**src/rtl/bdm_target_responder_pkg.sv**
```systemverilog
// Shared definitions for the BDM target responder: state encoding, default
// slot timing (in clk cycles) and the saturating counter helper.
package bdm_target_responder_pkg;

  localparam int CNT_W = 16;

  localparam int unsigned DEF_SAMPLE_CYC     = 40;
  localparam int unsigned DEF_READ0_HOLD     = 52;
  localparam int unsigned DEF_SYNC_MIN_CYC   = 512;
  localparam int unsigned DEF_SYNC_DELAY_CYC = 64;
  localparam int unsigned DEF_SYNC_PULSE_CYC = 512;
  localparam int unsigned DEF_BIT_TIMEOUT    = 4096;

  typedef logic [CNT_W-1:0] cnt_t;

  typedef enum logic [2:0] {
    S_IDLE,
    S_WR_LOW,
    S_RD_DRIVE,
    S_WAIT_HIGH,
    S_SYNC_WAIT,
    S_SYNC_DRIVE
  } state_t;

  function automatic cnt_t sat_inc(input cnt_t v);
    return (v == '1) ? v : v + cnt_t'(1);
  endfunction

endpackage

```
**src/rtl/bdm_bkgd_sync.sv**
```systemverilog
// Two-flop synchronizer for the raw bkgd pin plus single-cycle rise/fall
// strobes; the pin idles high, so all stages reset to 1.
module bdm_bkgd_sync (
  input  logic clk,
  input  logic rst,
  input  logic bkgd_in,
  output logic level,
  output logic rise,
  output logic fall
);

  logic meta_q, sync_q, prev_q;

  // NOTE: clocked state uses non-blocking assignments so every stage samples the pre-edge value.
  always_ff @(posedge clk) begin
    if (rst) begin
      meta_q <= 1'b1;
      sync_q <= 1'b1;
      prev_q <= 1'b1;
    end else begin
      meta_q <= bkgd_in;
      sync_q <= meta_q;
      prev_q <= sync_q;
    end
  end

  assign level = sync_q;
  assign rise  = sync_q & ~prev_q;
  assign fall  = ~sync_q & prev_q;

endmodule

```
**src/rtl/bdm_target_responder.sv**
```systemverilog
// Target (MCU) side of the single-wire BDM link: decodes host write slots,
// answers read slots from a loaded byte and replies to SYNC requests.
module bdm_target_responder
  import bdm_target_responder_pkg::*;
#(
  parameter int unsigned SAMPLE_CYC     = DEF_SAMPLE_CYC,
  parameter int unsigned READ0_HOLD     = DEF_READ0_HOLD,
  parameter int unsigned SYNC_MIN_CYC   = DEF_SYNC_MIN_CYC,
  parameter int unsigned SYNC_DELAY_CYC = DEF_SYNC_DELAY_CYC,
  parameter int unsigned SYNC_PULSE_CYC = DEF_SYNC_PULSE_CYC,
  parameter int unsigned BIT_TIMEOUT    = DEF_BIT_TIMEOUT
) (
  input  logic       clk,
  input  logic       rst,
  input  logic       bkgd_in,
  output logic       bkgd_out,
  output logic       bkgd_is_high_z,
  output logic [7:0] rx_data,
  output logic       new_rx_data,
  input  logic [7:0] tx_data,
  input  logic       tx_load,
  output logic       tx_busy,
  output logic       sync_seen
);

  logic pin_level, pin_rise, pin_fall;

  bdm_bkgd_sync u_sync (
    .clk     (clk),
    .rst     (rst),
    .bkgd_in (bkgd_in),
    .level   (pin_level),
    .rise    (pin_rise),
    .fall    (pin_fall)
  );

  state_t     state_q, state_d;
  cnt_t       cnt_q, cnt_d, to_q, to_d;
  logic [7:0] rx_sh_q, rx_sh_d, rx_data_q, rx_data_d, tx_sh_q, tx_sh_d;
  logic [2:0] rx_cnt_q, rx_cnt_d, tx_cnt_q, tx_cnt_d;
  logic       new_rx_q, new_rx_d, tx_busy_q, tx_busy_d;
  logic       high_z_q, high_z_d, sync_seen_q, sync_seen_d, sync_arm_q, sync_arm_d;
  cnt_t       cnt_inc, to_inc;
  logic       sync_now, wr_bit;

  always_comb begin
    // NOTE: every variable gets a default first so no path leaves one unassigned (no latches).
    state_d     = state_q;
    cnt_d       = cnt_q;
    to_d        = '0;
    rx_sh_d     = rx_sh_q;
    rx_cnt_d    = rx_cnt_q;
    rx_data_d   = rx_data_q;
    new_rx_d    = 1'b0;
    tx_sh_d     = tx_sh_q;
    tx_cnt_d    = tx_cnt_q;
    tx_busy_d   = tx_busy_q;
    high_z_d    = high_z_q;
    sync_seen_d = 1'b0;
    sync_arm_d  = sync_arm_q;
    cnt_inc     = sat_inc(cnt_q);
    to_inc      = sat_inc(to_q);
    sync_now    = (cnt_inc == cnt_t'(SYNC_MIN_CYC));
    wr_bit      = (cnt_inc < cnt_t'(SAMPLE_CYC));

    // A load in the cycle a fall is detected still sees tx_busy_q=0, so that slot is a write.
    if (tx_load && !tx_busy_q) begin
      tx_sh_d   = tx_data;
      tx_cnt_d  = '0;
      tx_busy_d = 1'b1;
    end

    unique case (state_q)
      S_IDLE: begin
        if (pin_fall) begin
          cnt_d = '0;
          if (tx_busy_q) begin
            state_d  = S_RD_DRIVE;
            high_z_d = tx_sh_q[7];
          end else begin
            state_d    = S_WR_LOW;
            sync_arm_d = 1'b0;
          end
        end else if (rx_cnt_q != 3'd0) begin
          to_d = to_inc;
          if (to_inc == cnt_t'(BIT_TIMEOUT)) begin
            rx_cnt_d = '0;
            to_d     = '0;
          end
        end
      end
      S_WR_LOW: begin
        cnt_d = cnt_inc;
        if (sync_now) begin
          sync_seen_d = 1'b1;
          sync_arm_d  = 1'b1;
          rx_cnt_d    = '0;
          tx_busy_d   = 1'b0;
          tx_cnt_d    = '0;
        end
        if (pin_rise) begin
          if (sync_arm_q || sync_now) begin
            state_d = S_SYNC_WAIT;
            cnt_d   = '0;
          end else begin
            state_d  = S_IDLE;
            rx_sh_d  = {rx_sh_q[6:0], wr_bit};
            rx_cnt_d = rx_cnt_q + 3'd1;
            if (rx_cnt_q == 3'd7) begin
              rx_data_d = {rx_sh_q[6:0], wr_bit};
              new_rx_d  = 1'b1;
            end
          end
        end
      end
      S_RD_DRIVE: begin
        // The pin is ours (or deliberately released) here; host edges are ignored.
        cnt_d = cnt_inc;
        if (cnt_inc == cnt_t'(READ0_HOLD)) begin
          state_d  = S_WAIT_HIGH;
          high_z_d = 1'b1;
          tx_sh_d  = {tx_sh_q[6:0], 1'b0};
          tx_cnt_d = tx_cnt_q + 3'd1;
          if (tx_cnt_q == 3'd7) tx_busy_d = 1'b0;
        end
      end
      S_WAIT_HIGH: begin
        if (pin_level) state_d = S_IDLE;
      end
      S_SYNC_WAIT: begin
        if (pin_fall) begin
          state_d    = S_WR_LOW;
          cnt_d      = '0;
          sync_arm_d = 1'b0;
        end else begin
          cnt_d = cnt_inc;
          if (cnt_inc == cnt_t'(SYNC_DELAY_CYC)) begin
            state_d  = S_SYNC_DRIVE;
            cnt_d    = '0;
            high_z_d = 1'b0;
          end
        end
      end
      S_SYNC_DRIVE: begin
        cnt_d = cnt_inc;
        if (cnt_inc == cnt_t'(SYNC_PULSE_CYC)) begin
          state_d  = S_WAIT_HIGH;
          high_z_d = 1'b1;
        end
      end
      default: begin
        state_d  = S_IDLE;
        high_z_d = 1'b1;
      end
    endcase
  end

  always_ff @(posedge clk) begin
    if (rst) begin
      state_q     <= S_IDLE;
      cnt_q       <= '0;
      to_q        <= '0;
      rx_sh_q     <= '0;
      rx_cnt_q    <= '0;
      rx_data_q   <= '0;
      new_rx_q    <= 1'b0;
      tx_sh_q     <= '0;
      tx_cnt_q    <= '0;
      tx_busy_q   <= 1'b0;
      high_z_q    <= 1'b1;
      sync_seen_q <= 1'b0;
      sync_arm_q  <= 1'b0;
    end else begin
      state_q     <= state_d;
      cnt_q       <= cnt_d;
      to_q        <= to_d;
      rx_sh_q     <= rx_sh_d;
      rx_cnt_q    <= rx_cnt_d;
      rx_data_q   <= rx_data_d;
      new_rx_q    <= new_rx_d;
      tx_sh_q     <= tx_sh_d;
      tx_cnt_q    <= tx_cnt_d;
      tx_busy_q   <= tx_busy_d;
      high_z_q    <= high_z_d;
      sync_seen_q <= sync_seen_d;
      sync_arm_q  <= sync_arm_d;
    end
  end

  assign bkgd_out       = 1'b0;
  assign bkgd_is_high_z = high_z_q;
  assign rx_data        = rx_data_q;
  assign new_rx_data    = new_rx_q;
  assign tx_busy        = tx_busy_q;
  assign sync_seen      = sync_seen_q;

endmodule

```
**config.mk**
```make
export PLATFORM = sky130hd
export DESIGN_NAME = bdm_target_responder
export DESIGN_NICKNAME = d
export VERILOG_FILES = /design/src/rtl/bdm_target_responder_pkg.sv /design/src/rtl/bdm_bkgd_sync.sv /design/src/rtl/bdm_target_responder.sv
export SDC_FILE = /design/constraint.sdc
export NUM_CORES = 1
export LEC_CHECK = 0
export CAP_MARGIN = 20
export CORE_ASPECT_RATIO = 0.75
export CORE_MARGIN = 8
export CORE_UTILIZATION = 40
export DETAILED_ROUTE_END_ITERATION = 16
export HOLD_SLACK_MARGIN = 0.15
export PLACE_DENSITY_LB_ADDON = 0.12
export SYNTH_ARGS = -nofsm -noshare
export SYNTH_HDL_FRONTEND = slang
export SYNTH_SLANG_ARGS = --single-unit
```
**constraint.sdc**
```tcl
create_clock -name clk -period 3.19 [get_ports clk]
set_input_delay 0.4785 -clock clk [delete_from_list [all_inputs] [get_ports clk]]
set_output_delay 0.4785 -clock clk [all_outputs]
set_load 0.02 [all_outputs]
```
== Word-level counts from Yosys, hierarchy flattened ==
Index checks and enable logic that the tools add are counted.
Storage, ports and cells
  flip-flop bits (word level): 72
  input bits: 12
  output and inout port bits: 13
  logic and storage cells: 129
Operators by class
  $add $sub $neg: 4
  $lt $le $gt $ge: 1
  equality and inequality tests: 28
  muxes and demuxes: 50
  bitwise gates (word level): 10
  reduce and logical (&&, ||, !) cells: 20
Operators with widths (count)
  $mux W16: 7
  $pmux W16 S4: 1
  $mux W3: 17
  $add A16 B1 Y16 const B: 2
  $eq A16 B16 Y1 const B: 2
  $ne A2 B2 Y1 const B: 13
  $mux W8: 3
  $pmux W3 S6: 1
  $eq A16 B10 Y1 const B: 1
  $eq A16 B13 Y1 const B: 1
  $eq A16 B6 Y1 const B: 1
  $eq A16 B7 Y1 const B: 1
  $lt A16 B6 Y1 const B: 1
  $mux W1: 15
  $eq A3 B3 Y1 const B: 4
  $pmux W3 S2: 2
  $not A1 Y1: 8
  $reduce_and A4 Y1: 2
  $reduce_and A7 Y1: 1
  $add A3 B1 Y3 const B: 2
  $eq A3 B2 Y1 const B: 2
  $reduce_and A6 Y1: 1
  $reduce_bool A3 Y1: 2
  $reduce_or A2 Y1: 3
  19 further kinds: 20

== Longest topological paths before layout ==
Gate-level depths: netlist of run 1.
  depth after elaboration: 7
  gate-level depth with buffers: 12

== Cells and area by module ==
From an unflattened synthesis of run 1, not the netlist that was laid out.
Unflattened totals
  cells, all modules: 492
  area total of the unflattened synthesis: 4088.9 µm²
By module, submodules not included
  bdm_target_responder: instances 1, cells an instance 484, area each 3996.3 µm², sequential area each 1381.3 µm²
  bdm_bkgd_sync: instances 1, cells an instance 8, area each 92.6 µm², sequential area each 60.1 µm²

== Worst setup path before layout of run 1 ==
No wires, ideal clock.
  kind: register -> register
  start: register cnt_q[0]
  end: register cnt_q[14]
  setup time: 0.151 ns
  data arrival time: 2.652 ns
  data required time: 3.039 ns
  slack: 0.387 ns
  cell stages (with the launch flop): 11
  clock period less this slack: 2.803 ns
  cell sequence: dfxtp_1 ha_1 and4_4 nand4_1 a2111o_1 nor3_4 a41oi_1 o41a_1 buf_6 o2111ai_1 a221oi_1
On the way
  cells in the longest elaborated chain, start to end: 7
  elaborated cells between the ends (all ways): 11
Ends and longest elaborated chain
  start, declared: RTL line bdm_target_responder.sv:38  | cnt_t cnt_q, cnt_d, to_q, to_d;
  start signal, assigned: RTL line bdm_target_responder.sv:175  | cnt_q <= cnt_d;
  $add A16 B1 Y16 / $eq A16 B16 Y1 (equally long branches): RTL line bdm_target_responder_pkg.sv:26  | return (v == '1) ? v : v + cnt_t'(1);
  $mux W16 (*): RTL line bdm_target_responder_pkg.sv:26
  $eq A16 B10 Y1: RTL line bdm_target_responder.sv:63  | sync_now = (cnt_inc == cnt_t'(SYNC_MIN_CYC));
  $logic_or A1 B1 Y1: RTL line bdm_target_responder.sv:102  | if (sync_arm_q || sync_now) begin
  $mux W16: RTL line bdm_target_responder.sv:102
  $mux W16: RTL line bdm_target_responder.sv:101  | if (pin_rise) begin
  $pmux W16 S4 (*): RTL line bdm_target_responder.sv:73  | unique case (state_q)
Mark *: on every way between the ends. The rest lies on a longest branch, timed or not.
A chain may end at the register's enable or synchronous reset.

== Worst setup path in the final report of run 1 ==
  start: register cnt_q[0]
  end: register tx_sh_q[1]
On the way
  cells in the longest elaborated chain, start to end: 5
  elaborated cells between the ends (all ways): 6
Ends and longest elaborated chain
  $add A16 B1 Y16 / $eq A16 B16 Y1 (equally long branches): RTL line bdm_target_responder_pkg.sv:26
  $mux W16 (*): RTL line bdm_target_responder_pkg.sv:26
  $eq A16 B6 Y1 (*): RTL line bdm_target_responder.sv:119  | if (cnt_inc == cnt_t'(READ0_HOLD)) begin
  $mux W8 (*): RTL line bdm_target_responder.sv:119
  $mux W8 (*): RTL line bdm_target_responder.sv:73
  end signal, assigned: RTL line bdm_target_responder.sv:181  | tx_sh_q <= tx_sh_d;
  end, declared: RTL line bdm_target_responder.sv:39  | logic [7:0] rx_sh_q, rx_sh_d, rx_data_q, rx_data_d, tx_sh_q, tx_sh_d;
Marks and branches as above.

==> impl_results.md, run 1 <==
* Fill cells at 1016
* Max-slew violations at 0
* Core Rows at 32
* CP Launch Type: flop
* Worst hold path class: reg2reg
* Final setup viols at 0
* Synth Area in Compound Gates at 20.81%
* Hold buffer count at cts at 0
* Status: complete, no violations
* WP data required at 3370 ps
* 1st-pass router iterations at 5
* Synth async-reset ratio at 0%
* Final Routed Wirelength at 9999 um
* Placeable Area at 10170 sq um
* Post-synthesis cell area at 4136 sq um
* Clock Latency Late Sink at approximately 330 ps
* Max Freq at approximately 330 MHz
* Largest net degree at the start of global routing at 40
* Number of synthesized flops with an enable pin at 0
* Fin crit share at 93.96%
* Crit path kind: reg2reg
* Dpl hpwl at 7236 um
* Max FO, Critical Path at 17
* Synth Area in XOR/XNOR at roughly 3.4%
* CTS Buf Count at 9
* Initial antenna violation count at 0
* Proportion of layout cells with a drive suffix above 1 at 14.63%
* Global-route wire length before repair at 16970 um
* ANT nets after route at 0
* CP Capture Type: flop
* Pwr per Cell Area at 510.7 nW/um^2
* Highest metal used: met4
* Main synth FF type: dfxtp_1
* Slew HR at 42.81%
* Post-route insts no fill at 669
* Final Hold Vio Count at 0
* Minimum clock period at between 2000 and 3000 ps
* Syn_area_per_cell at 8.340 sq um
* GPL Wtd Cong at 0.8728
* Met3 wire length at 595 um
* Drt initial violations at 286
* VDD IR max at 0.2528 mV
* Port Buffers at 23
* Via count at 3761
* Post-Syn Instances at 496
* Ports at 25
* Syn nets at 515
* Post-route DRC at 0
* Vias in the first global route at 3461
* Most frequent cells in the layout: 70 x dfxtp_1, 57 x nor2_1, 42 x nand2_1, 29 x mux2i_1, 28 x nand3_1
* Nets at 547
* Starting Density at about 40%
* CTS tree: done
* Adder-Cell Fraction of Synth Area at 2.117%
* Synth unique cells at 68
* Clk buf depth at 2
* Worst slew pin tran at 857.9 ps
* Sequential area share after synthesis at 34.85%
* Post-synthesis mux area share at 7.804%
* Worst-path clk slew at 60 ps
* MaxCap Viol Count at 0
* Area grow syn2layout at 19.96%
* Ant. Diodes at 0
* Commonest non-fill, non-tap cell in the layout: dfxtp_1
* Pleak at 1.950 nW
* Overall die height at 104.1 um
* GRT Overall Usage at 14.62%
* Largest family of logic cells by synthesized area: simple AND/OR/NAND/NOR gates
* Die width at 133.4 um
* M1 WL at 5082 um
* Met2 wire length at 4221 um
* DR vias/cell at 5.622
* CTS root buf: clkbuf_16
* Fin util at between 40% and 50%
* GRT overflow at 0
* H-tree levels at 3
* Post-DR wirelength/cell at 14.95 um
* Critical Path AT at between 3000 and 4000 ps
* Syn. warnings at 0
* Worst Skew at between 7 and 8 ps
* CTS Sinks at 72
* Synthesized flop and latch total at 72
* Synth Area in Simple Gates at between 20% and 30%
* Number of cells after detailed placement at 649
* Die area at around 14000 sq um
* Reg-to-reg slack, setup at 190 ps
## metrics by stage
stage                     setup WS (ps)  cell area, sq um  TNS [ps]  hold WS, ps  power [W]
final                             192.7              4962         0        409.1   0.002534
after global routing             -16.64              4962    -16.64        427.3   0.002660
after CTS                         19.62              4890         0        412.8   0.002549
after detailed placement          42.48              4574         0        398.6   0.001488
after global placement            183.0              4574         0        407.1   0.001479
after floorplan                   386.7              4136         0        389.5   0.001329
## power by group
group	switching [W]	leakage [nW]	internal, W
clock network	0.000399	0.148	0.000652
registers	0.0000527	0.584	0.000930
logic	0.000309	1.22	0.000191
## cells in the mapped netlist (all sizes together) (11+ instances only)
cell | instances | area (sq um)
nand3 | 28 | 140.1
nor3 | 12 | 76.33
mux2i | 30 | 300.3
a21oi | 26 | 133.9
dfxtp | 72 | 1441
nand4 | 14 | 106.4
inv | 16 | 60.06
buf | 19 | 121.4
o21ai | 24 | 120.1
nor2 | 57 | 214.0
a211oi | 14 | 140.1
nand2 | 43 | 163.9
clkbuf | 11 | 41.29
## registers in the layout (all words and copies together) (netlist names), 3 cells and up
register	flops
rx_cnt_q	3
rx_sh_q	7
state_q	3
to_q	16
cnt_q	16
rx_data	8
tx_cnt_q	3
tx_sh_q	8
## per-layer routing
layer | GRT usage, % | vias to the layer above
met2 | 21.27 | 97
met1 | 20.77 | 1761
met4 | 4.396 | 0
met3 | 3.378 | 11
met5 | 0 | -
li1 | - | 1892
## path summary, 6_finish.rpt
check	endpoint	startpoint	cells past startpoint
setup / recovery	tx_sh_q[1]	cnt_q[0]	10
hold / removal	u_sync.level	u_sync.meta_q	1
hold reg to reg	u_sync.level	u_sync.meta_q	1
setup reg to reg	tx_sh_q[1]	cnt_q[0]	10
## what timing repair did
action | in CTS | in global routing
gates resized for setup | 0 | 9
endpoints found under the setup margin | 0 | 34
setup buffers | 0 | 4
## critical path, cell delays in order, from the launching register on
cell and delay [ps]:
dfxtp_1 470, ha_4 230, and4_4 260, nand4_1 110
a2111o_1 460, nor3_4 220, buf_4 160, nand4_2 150
or2_1 500, nor2_1 230, a211oi_2 60
## kinds of logic (layout without fill, tap and decap cells)
family                     count (synthesis)  in the layout
AOI/OAI and AO/OA                        120            120
and+or+nand+nor                          202            202
buffers and inverters                     46             83
adders and majority gates                  7              7
DFF                                       72             72
muxes                                     32             32
xor gates and xnor gates                  16             16
other                                      1              1
## layout make-up
class | count | area (sq um) | area share, %
repair buffers | 51 | 460.4 | 9.279
flip-flops and latches | 72 | 1444 | 29.10
well taps | 136 | 170.2 | 3.429
clock inverters | 5 | 62.56 | 1.261
multi-input cells | 378 | 2512 | 50.63
inverters | 16 | 60.06 | 1.210
clock buffers | 11 | 252.7 | 5.093
No activity file was read; power rests on OpenSTA's default activity.
==> inputs of run 2 (changes only) <==
ABC_AREA = 1   (was unset)
==> impl_results.md, run 2 <==
* Worst-path cell chain: ha_1, nand3_2, inv_2, nand4_2, nand3_1, nor2_1, nand2_2, nor2_4, nand2_4, nand3_4, nor2_8, nand2_4, nor2_4, nand2_1, nand2_1 (was ha_4, and4_4, nand4_1, a2111o_1, nor3_4, buf_4, nand4_2, or2_1, nor2_1, a211oi_2)
* Max Freq at 359.8 MHz (was 333.6 MHz)
* Worst Hold Path Cells at 1 (unchanged)
* CTS Sinks at 72 (unchanged)
* Reg-to-Reg Start: cnt_q[0] (unchanged)
* Vias in the first global route at 3939 (was 3461)
* Nets at 687 (was 547)
* Via count at 4069 (was 3761)
* Synth top area cells: dfxtp_1 34%, nand2_1 16%, nor2_1 8.2%, nand3_1 7.5%, inv_1 5.8% (was dfxtp_1 35%, mux2i_1 7.3%, nor2_1 5.2%, nand2_1 3.8%, nand3_1 3.4%)
* Design Power at 0.003018 W (was 0.002534 W)
* Global-route wire length before repair at 18340 um (was 16970 um)
* Final setup viols at 0 (unchanged)
* CP Launch Type: flop (unchanged)
* GRT Overall Usage at 15.60% (was 14.62%)
* Die area at 14140 sq um (was 13880 sq um)
* Hold Crit Start: u_sync.meta_q (unchanged)
* Area grow syn2layout at 14.63% (was 19.96%)
* Post-synth top area share at 34.12% (was 34.85%)
* Post-CTS setup buffer count at 0 (unchanged)
* Post-route DRC at 0 (unchanged)
* MaxCap Viol Count at 0 (unchanged)
* Initial antenna violation count at 0 (unchanged)
* Worst hold path endpoint: u_sync.level (unchanged)
* Drt initial violations at 347 (was 286)
* Max FO, Critical Path at 15 (was 17)
* Number of synthesized flops with an enable pin at 0 (unchanged)
* Area leader, netlist: dfxtp_1 (unchanged)
* Post-Syn Instances at 645 (was 496)
* Minimum clock period at 2779 ps (was 2997 ps)
* Syn nets at 664 (was 515)
* GRT overflow at 0 (unchanged)
* Largest registers: cnt_q x16, to_q x16 (unchanged)
* ANT nets after route at 0 (unchanged)
* DR vias/cell at 5.030 (was 5.622)
* Synth async-reset ratio at 0% (unchanged)
* H-tree levels at 3 (unchanged)
* Reg2reg end: rx_data[6] (was tx_sh_q[1])
* CP Capture Type: flop (unchanged)
* Placeable Area at 10290 sq um (was 10170 sq um)
* RSZ-0062 raised after global routing: no
* Starting Density at 41.05% (was 40.67%)
* Worst Skew at 5.641 ps (was 7.235 ps)
* VDD IR max at 0.3273 mV (was 0.2528 mV)
* Crit path kind: reg2reg (unchanged)
* GPL Wtd Cong at 0.8598 (was 0.8728)
* Clk buf depth at 2 (unchanged)
* Dpl hpwl at 7580 um (was 7236 um)
* Port Buffers at 23 (unchanged)
* 1st-pass router iterations at 5 (unchanged)
* Hold buffer count at cts at 0 (unchanged)
* Sequential area share after synthesis at 34.12% (was 34.85%)
* Reg-to-reg slack, setup at 410 ps (was 190 ps)
* Post-synthesis cell area at 4224 sq um (was 4136 sq um)
* Post-DR wirelength/cell at 12.82 um (was 14.95 um)
* Status: complete, no violations (unchanged)
* Fin crit share at 87.12% (was 93.96%)
* Worst-path clk slew at 60 ps (about the same)
* Most common cell in the netlist: nand2_1 (was dfxtp_1)
* Commonest non-fill, non-tap cell in the layout: nand2_1 (was dfxtp_1)
* Post-synth top cells: 175 x nand2_1, 92 x nor2_1, 72 x dfxtp_1 (was 72 x dfxtp_1, 57 x nor2_1, 42 x nand2_1)
* Die width at 134.7 um (was 133.4 um)
* Pwr per Cell Area at 623.2 nW/um^2 (was 510.7 nW/um^2)
* Ant. Diodes at 0 (unchanged)
* Proportion of layout cells with a drive suffix above 1 at 9.510% (was 14.63%)
* Max-slew violations at 0 (unchanged)
* CTS root buf: clkbuf_16 (unchanged)
* Final Hold Vio Count at 0 (unchanged)
* Most frequent cells in the layout: 175 x nand2_1, 92 x nor2_1, 72 x dfxtp_1, 65 x inv_1, 63 x nand3_1 (was 70 x dfxtp_1, 57 x nor2_1, 42 x nand2_1, 29 x mux2i_1, 28 x nand3_1)
* Ports at 25 (unchanged)
* CP max stage delay at 480 ps (was 500 ps)
* Worst hold path class: reg2reg (unchanged)
* Final Routed Wirelength at 10370 um (was 9999 um)
* Main synth FF type: dfxtp_1 (unchanged)
* Worst slew pin tran at 659.9 ps (was 857.9 ps)
* Slew HR at 55.96% (was 42.81%)
* Core Rows at 32 (unchanged)
* Syn_area_per_cell at 6.549 sq um (was 8.340 sq um)
* Pleak at 1.962 nW (was 1.950 nW)
* CTS tree: done (unchanged)
* CTS Buf Count at 9 (unchanged)
* Largest net degree at the start of global routing at 24 (was 40)
* Syn. warnings at 0 (unchanged)
* Clock Latency Late Sink at 340 ps (was 330 ps)
* Synthesized flop and latch total at 72 (unchanged)
* CP max-delay cell: dfxtp_1 (was or2_1)
* FF-to-FF path depth at 15 (was 10)
* Overall die height at 105.0 um (was 104.1 um)
* Critical Path AT at 3060 ps (was 3180 ps)
* Fin Setup TNS at 0 ps (unchanged)
* Synth unique cells at 41 (was 68)
* WP data required at 3470 ps (was 3370 ps)
* CTS resizes at 0 (unchanged)
* Fill cells at 1038 (was 1016)
==> run 2: cell types whose count changed in the layout (fill, tap and decap cells not counted), sizes merged, moves of 9 or more <==
cell,change
inv,+53
a211oi,-13
nand3,+42
a21oi,+9
nand2,+141
buf,-24
mux2i,-30
nor2,+52
==> run 2: power by group <==
part / leakage, nW / switching [W] / internal (W)
Sequential: 0.583 / 0.0000593 / 0.000968
Combinational: 1.25 / 0.000735 / 0.000309
Clock: 0.133 / 0.000415 / 0.000531
Total: 1.96 / 0.00121 / 0.00181
==> run 2: critical path, delay by kind of cell, from the launching register on <==
family,cells,cell delay (ps)
and+or+nand+nor,13,1800
DFF,1,480
adders and majority gates,1,320
buffers and inverters,1,140
==> run 2: worst max path at each step <==
stage	start	to	cells after the start
after global routing	cnt_q[0]	cnt_q[2]	14
after floorplan	cnt_q[0]	cnt_q[1]	14
final	cnt_q[0]	rx_data[6]	15
after CTS	cnt_q[0]	rx_data[6]	15
after global placement	cnt_q[0]	rx_data[6]	15
after detailed placement	cnt_q[0]	rx_data[6]	15
==> run 2: cell type report <==
type | instances | area (sq um) | area share [%]
multi-input combinational | 488 | 2431 | 50.21
inverter | 69 | 259.0 | 5.349
sequential | 72 | 1441 | 29.77
timing repair buffer | 28 | 267.8 | 5.530
tap | 136 | 170.2 | 3.514
clock buffer | 10 | 229.0 | 4.729
clock inverter | 6 | 43.79 | 0.9044
==> run 2: per-layer routing <==
metal | part of all wire, % | vias up | GRT usage (%)
met4 | 1.4 | 0 | 5.596
met2 | 42 | 80 | 23.04
met5 | 0 | - | 0
met3 | 4.6 | 14 | 3.684
met1 | 52 | 1832 | 21.51
li1 | - | 2143 | -
==> run 2: logic make-up after synthesis <==
| family | Yosys count | synth area share (%) |
|---|---|---|
| DFF | 72 | 34.12 |
| adders and majority gates | 7 | 2.073 |
| AOI/OAI and AO/OA | 88 | 11.85 |
| other | 1 | 0.08878 |
| xor gates and xnor gates | 9 | 2.044 |
| buffers and inverters | 85 | 8.323 |
| and+or+nand+nor | 383 | 41.50 |
==> run 2: through the flow <==
| step | instances | util, % | hold WS [ps] | area (sq um) | setup slack, ps |
|---|---|---|---|---|---|
| floorplan | 645 | - | 389.5 | 4224 | 924.7 |
| global placement | 793 | 44.41 | 400.1 | 4569 | 495.0 |
| detailed placement | 793 | 44.41 | 401.8 | 4569 | 444.8 |
| CTS | 809 | 47.06 | 417.2 | 4842 | 422.1 |
| global route | 809 | 47.06 | 430.2 | 4842 | 130.5 |
| finish | 809 | 47.06 | 411.9 | 4842 | 410.9 |
